==> config.mk <==
export PLATFORM = sky130hd
export DESIGN_NAME = stream_output_buffer
export DESIGN_NICKNAME = d
export VERILOG_FILES = /design/src/rtl/stream_output_buffer.sv
export SDC_FILE = /design/constraint.sdc
export NUM_CORES = 1
export LEC_CHECK = 0
export ABC_CLOCK_PERIOD_IN_PS = 3400
export CAP_MARGIN = 20
export CORE_AREA = 2 2 110 112
export CTS_CLUSTER_SIZE = 30
export DETAILED_ROUTE_END_ITERATION = 16
export DIE_AREA = 0 0 112 114
export DONT_BUFFER_PORTS = 1
export PLACE_DENSITY_LB_ADDON = 0.15
export RECOVER_POWER = 25
export SLEW_MARGIN = 20
export SYNTH_ARGS = -nofsm -noshare
export SYNTH_HDL_FRONTEND = slang
export SYNTH_SLANG_ARGS = --single-unit
==> constraint.sdc <==
create_clock -name clk -period 3.4 [get_ports clk]
set_input_delay 0.34 -clock clk [delete_from_list [all_inputs] [get_ports clk]]
set_output_delay 0.34 -clock clk [all_outputs]
set_load 0.005 [all_outputs]
==> src/rtl/stream_output_buffer.sv <==
`default_nettype none
// ============================================================================
// Module      : stream_output_buffer
// Description : First-word-fall-through FIFO adding a ready/valid handshake to
//               a backpressure-free upstream stream. Optional dropped-word
//               counter enabled by macro STREAM_BUF_DROP_CNT_EN.
// Revision    : 1.0 - initial release
// ============================================================================
module stream_output_buffer #(
  parameter int WIDTH = 16,
  parameter int DEPTH = 8
) (
  input  logic                       clk,
  input  logic                       async_rst_n,
  input  logic                       flush,
  input  logic [WIDTH-1:0]           data_in,
  input  logic                       valid_in,
  output logic [WIDTH-1:0]           data_out,
  output logic                       valid_out,
  input  logic                       ready_in,
  output logic                       full,
  output logic                       empty,
  output logic [$clog2(DEPTH):0]     level,
  output logic                       overflow
`ifdef STREAM_BUF_DROP_CNT_EN
  ,
  output logic [15:0]                drop_count
`endif
);

  localparam int c_ADDR_W = $clog2(DEPTH);
  localparam int c_LVL_W  = c_ADDR_W + 1;
  localparam logic [c_LVL_W-1:0] c_FULL_LVL = c_LVL_W'(DEPTH);

  logic [WIDTH-1:0]    r_mem [0:DEPTH-1];
  logic [c_ADDR_W-1:0] r_wr_ptr;
  logic [c_ADDR_W-1:0] r_rd_ptr;
  logic [c_LVL_W-1:0]  r_level;
  logic                r_overflow;

  logic                w_full;
  logic                w_empty;
  logic                w_pop;
  logic                w_push;
  logic                w_drop;
  logic [c_LVL_W-1:0]  w_level_nxt;

  assign w_full  = (r_level == c_FULL_LVL);
  assign w_empty = (r_level == '0);

  // Flush masks both handshakes so the flushed cycle never moves data.
  assign w_pop  = !w_empty && ready_in && !flush;
  assign w_push = valid_in && (!w_full || w_pop) && !flush;
  assign w_drop = valid_in && w_full && !w_pop && !flush;

  always_comb begin
    w_level_nxt = r_level;
    if (w_push && !w_pop) begin
      w_level_nxt = r_level + 1'b1;
    end else if (w_pop && !w_push) begin
      w_level_nxt = r_level - 1'b1;
    end
  end

  always_ff @(posedge clk or negedge async_rst_n) begin
    if (!async_rst_n) begin
      r_wr_ptr   <= '0;
      r_rd_ptr   <= '0;
      r_level    <= '0;
      r_overflow <= 1'b0;
    end else if (flush) begin
      r_wr_ptr   <= '0;
      r_rd_ptr   <= '0;
      r_level    <= '0;
      r_overflow <= 1'b0;
    end else begin
      if (w_push) begin
        r_wr_ptr <= r_wr_ptr + 1'b1;
      end
      if (w_pop) begin
        r_rd_ptr <= r_rd_ptr + 1'b1;
      end
      r_level <= w_level_nxt;
      if (w_drop) begin
        r_overflow <= 1'b1;
      end
    end
  end

  // Storage carries no reset; only pointer-qualified entries are ever read.
  always_ff @(posedge clk) begin
    if (w_push) begin
      r_mem[r_wr_ptr] <= data_in;
    end
  end

`ifdef STREAM_BUF_DROP_CNT_EN
  logic [15:0] r_drop_count;

  always_ff @(posedge clk or negedge async_rst_n) begin
    if (!async_rst_n) begin
      r_drop_count <= '0;
    end else if (flush) begin
      r_drop_count <= '0;
    end else if (w_drop && (r_drop_count != 16'hFFFF)) begin
      r_drop_count <= r_drop_count + 16'd1;
    end
  end

  assign drop_count = r_drop_count;
`endif

  assign full      = w_full;
  assign empty     = w_empty;
  assign level     = r_level;
  assign overflow  = r_overflow;
  assign valid_out = !w_empty;
  assign data_out  = w_empty ? '0 : r_mem[r_rd_ptr];

endmodule
`default_nettype wire

# Yosys cells after proc, flatten, opt, wreduce, memory -nomap -nowiden
# Memory sizes are Yosys's and may differ from the RTL's.
# Cells that the tools add are included.
dict set report word_totals {
  ff_bits 11
  latch_bits 0
  ramBits 128
  rom_bits 0
  word_cells 42
  n_memories 1
}
# memory words width rd rd_clocked_by_memory_dff write_ports line
set memory_table {}
lappend memory_table {r_mem 8 16 1 0 1 35} ;# logic [WIDTH-1:0] r_mem [0:DEPTH-1];
dict set report op_classes {
  add_sub_neg 4
  n_mul 0
  div 0
  magnitude_cmp 0
  n_eq_ne 1
  shift 0
  mux 12
  n_bitwise 0
  reduce_logical 20
}
# cell count
set op_table {}
lappend op_table {{16-bit 2-to-1 mux} 1}
lappend op_table {{3-bit 2-to-1 mux} 4}
lappend op_table {{4-bit 2-to-1 mux} 3}
lappend op_table {{1-bit logical AND} 9}
lappend op_table {{3-bit by 1-bit adder with 3-bit output, second input constant} 2}
lappend op_table {{2-bit nonzero test} 3}
lappend op_table {{1-bit zero test} 5}
lappend op_table {{4-bit by 1-bit adder with 4-bit output, second input constant} 1}
lappend op_table {{4-bit equality test, second input constant} 1}
lappend op_table {{4-bit zero test} 1}
lappend op_table {{1-bit 2-to-1 mux} 4}
lappend op_table {{4-bit by 1-bit subtractor with 4-bit output, second input constant} 1}
lappend op_table {{3-bit nonzero test} 1}
lappend op_table {{1-bit logical OR} 1}

# Longest topological paths before layout
dict set report logic_depth {
  depth_word 12
  mapped_depth 9
}

# Worst setup path before layout
# No wires, ideal clock.
dict set report synth_path {
  path_kind {input to register}
  start {in ready_in}
  end {mem r_mem[0][0] (enable)}
  setup_time_ns 0.436
  t_arrival_ns 2.527
  required_time_ns 2.964
  slack_ns 0.437
  path_stages 4
  cell_sequence {clkbuf_2 and2b_2 o31ai_4 nor4b_1}
}
dict set report synth_between {
  elab_chain_cells 7
}
# element line
set synth_rtl {}
lappend synth_rtl {{start: declaration} 20} ;# input logic ready_in,
lappend synth_rtl {{1-bit logical AND (2 in series)} 52} ;# assign w_pop = !w_empty && ready_in && !flush;
lappend synth_rtl {{1-bit logical OR} 53} ;# assign w_push = valid_in && (!w_full || w_pop) && !flush;
lappend synth_rtl {{1-bit logical AND (2 in series)} 53}
lappend synth_rtl {{1-bit 2-to-1 mux} 92} ;# if (w_push) begin
lappend synth_rtl {{1-bit 2-to-1 mux (not written as such)} 93} ;# r_mem[r_wr_ptr] <= data_in;
lappend synth_rtl {{end: declaration} 35}
# Every way passes these cells.

# Worst setup path after layout
dict set report layout_path {
  start {reg r_rd_ptr[0]}
  end {out data_out[15]}
}
dict set report layout_between {
  elab_chain_cells 2
}
# element line
set layout_rtl {}
lappend layout_rtl {{start: declaration} 37} ;# logic [c_ADDR_W-1:0] r_rd_ptr;
lappend layout_rtl {{start signal: assignment} 81} ;# r_rd_ptr <= r_rd_ptr + 1'b1;
lappend layout_rtl {{memory 8 x 16 bit} --}
lappend layout_rtl {{16-bit 2-to-1 mux} 118} ;# assign data_out = w_empty ? '0 : r_mem[r_rd_ptr];
lappend layout_rtl {{end: declaration} 18} ;# output logic [WIDTH-1:0] data_out,
# Every way passes these cells.

==> results.ini <==
[clocking]
cts-resized-gates=0
postCtsSetupBuffers=0
numCtsBuffers=17
cts_buffer_depth=2
cts_sinks=139
cts_hold_buf=2
cts-root-buf=clkbuf_16
clk_latency_ps=410
htreeDepth=4
tritoncts=yes
clk_pin_slew_worst_paths_ps=60

[detailed_routing]
ant_nets=0
drt_iter0_markers=173
routedWlPerCell_um=22.5
via_per_inst=5.63
drt-total-wl_mm=10.7
drt_first_pass_iters=4
vias=2682
drc_errors=0

[timing]
hold_viol_final=0
setup_tns_ps=0
post-route-period-util_pct=76.2
finalSetupViolCount=0
timing.slew.headroom_pct=45.9
tightest_slew_ps=805
grt_setup_unrepaired=no
fin_ws_ps=808
skew_ps=5.11
slew_viol_final=0
fmax_mhz=386
period_needed_ps=2590

[grt]
first_global_vias=2898
grt_max_degree=33
grt_pass1_wl_mm=16.6
grtUsageTotal_pct=18.2
overflow=0
antenna_found_initial=0

[worst_hold_path]
min_path_type=in2reg
min_to=r_mem[0][0]
hp-start=data_in[0]
holdPathStages=0

[setup_path]
r2r-start=level[0]
ff2ff_path_depth=5
crit_path_start_kind=flop
cp.arrival_ps=2250
rr_endpoint=r_mem[3][0]
worst_setup_path_end_kind=primary output
path_class=reg2out
crit_required_ps=3060
worstPathMaxFanout=18
rrSetupSlack_ps=1040

[logic_synthesis]
synth_xor_area_share_pct=0.932
synth-seq-area-share_pct=73.1
synth-simple-area-share_pct=4.79
synth_top_area_cell=edfxtp_1
synth_compound_area_share_pct=2.17
synth_fa_ha_area_share_pct=1.24
synthTopCellsByArea=edfxtp_1 (68%), mux4_2 (13%), dfrtp_1 (4.9%), mux2i_1 (3.0%), nor2_1 (2.0%)
synth_most_common_cell=edfxtp_1
synth_edf_count=128
ys_ff_latch=139
ys.flop_type=edfxtp_1
synth_commonest_cells=edfxtp_1 (128), mux4_2 (32), nor2_1 (30), mux2i_1 (17), dfrtp_1 (11)
synthArstFlopShare_pct=7.91
yosys-mux-area-fraction_pct=15.8
synthCells=295
syn-num-nets=321
synth_cell_types=39
synth.avg_cell_area_um2=19.1
synth_largest_type_area_fraction_pct=68.2
synth_area_mm2=0.00564
synth-warning-count=0
synth_top_family_by_area=multiplexers

[floorplanning]
io_pins=45
core_mm2=0.0117
dieWidth_um=112
die_area_mm2=0.0128
start_util_pct=48.1
rows=40
die_h_um=114

[pwr]
power-per-cell-area_mw_per_mm2=772
leakage_nw=2.15
peakVddDrop_mv=0.334

[placed_design]
place_area_mm2=0.00588
hpwl_mm=6.42
place.gp.congestion=0.763
io_buffers=0
post-place-ws_ps=972

[layout]
nNetsFinal=342
final_cell_area_mm2=0.00656
final_core_util_pct=56.0
drive_above_1_share_pct=26.4
area_delta_synth_final_pct=16.3
diodes=0

[outcome]
status=completed

[flow_run]
max-cap-violations=0

## routing by layer
layer	track usage [%]	vias up	share of wire, %
li1	-	1215	-
met1	23.2	1399	44
met2	29.7	55	50
met3	5.37	13	4.4
met4	7.07	0	1.4
met5	0	-	0
## worst max-delay path, stage by stage, from the launching register on
cell and delay [ps]:
dfrtp_2 790, buf_12 290, mux4_2 520, mux2i_1 150, nor2_1 80
## power by group
group / switching [W] / internal [W]
logic: 0.000542 / 0.000483
clock network: 0.000657 / 0.00129
registers: 0.000137 / 0.00196
## state kept, by name (all words and copies together), names as in the netlist
register,count
level,4
r_mem,128
r_rd_ptr,3
r_wr_ptr,3
overflow,1
## placed cells by master, fill, tap and decap left out, drive strengths merged, types with 2 or more instances in the layout
master	instances
edfxtp	128
mux4	32
nor2	30
clkbuf	18
mux2i	17
buf	13
dfrtp	11
inv	8
clkinv	8
nand2	6
a21oi	6
nor3	6
bufinv	5
dlygate4sd3	5
ha	4
xnor2	3
xor2	3
o21ai	3
a211oi	3
or3	3
nand3b	2
nand3	2
o31ai	2
## cell families (layout without fill, tap and decap cells)
group           Yosys count  after routing
flops                   139            139
simple gates             56             56
mux                      49             49
buf+inv                  24             58
compound gates           16             16
xor+xnor                  6              6
fa+ha+maj                 5              5
## worst max path at each step
stage | start | end | slack [ps]
floorplan | ready_in | r_mem[0][0] | 440
global placement | level[0] | r_mem[3][15] | 960
detailed placement | level[0] | r_mem[3][12] | 970
CTS | r_rd_ptr[0] | data_out[15] | 720
global route | r_rd_ptr[0] | data_out[12] | 610
finish | r_rd_ptr[0] | data_out[15] | 810
## metrics by stage
stage / std cells / hold slack [ps] / total power (W)
floorplan: 295 / 44.4 / 0.00293
global placement: 439 / 44.8 / 0.00314
detailed placement: 439 / 44.8 / 0.00316
CTS: 473 / 5.45 / 0.00512
global route: 476 / 0.0897 / 0.00531
finish: 476 / 21.5 / 0.00506
## layout make-up
type,instances,area [um^2]
clock inverters,14,201
inverters,8,30.0
multi-input cells,132,1430
clock buffers,18,429
well taps,147,184
repair buffers,18,160
fillers,926,5150
flip-flops and latches,139,4120
Note: power is estimated with default switching activity, not from simulation.
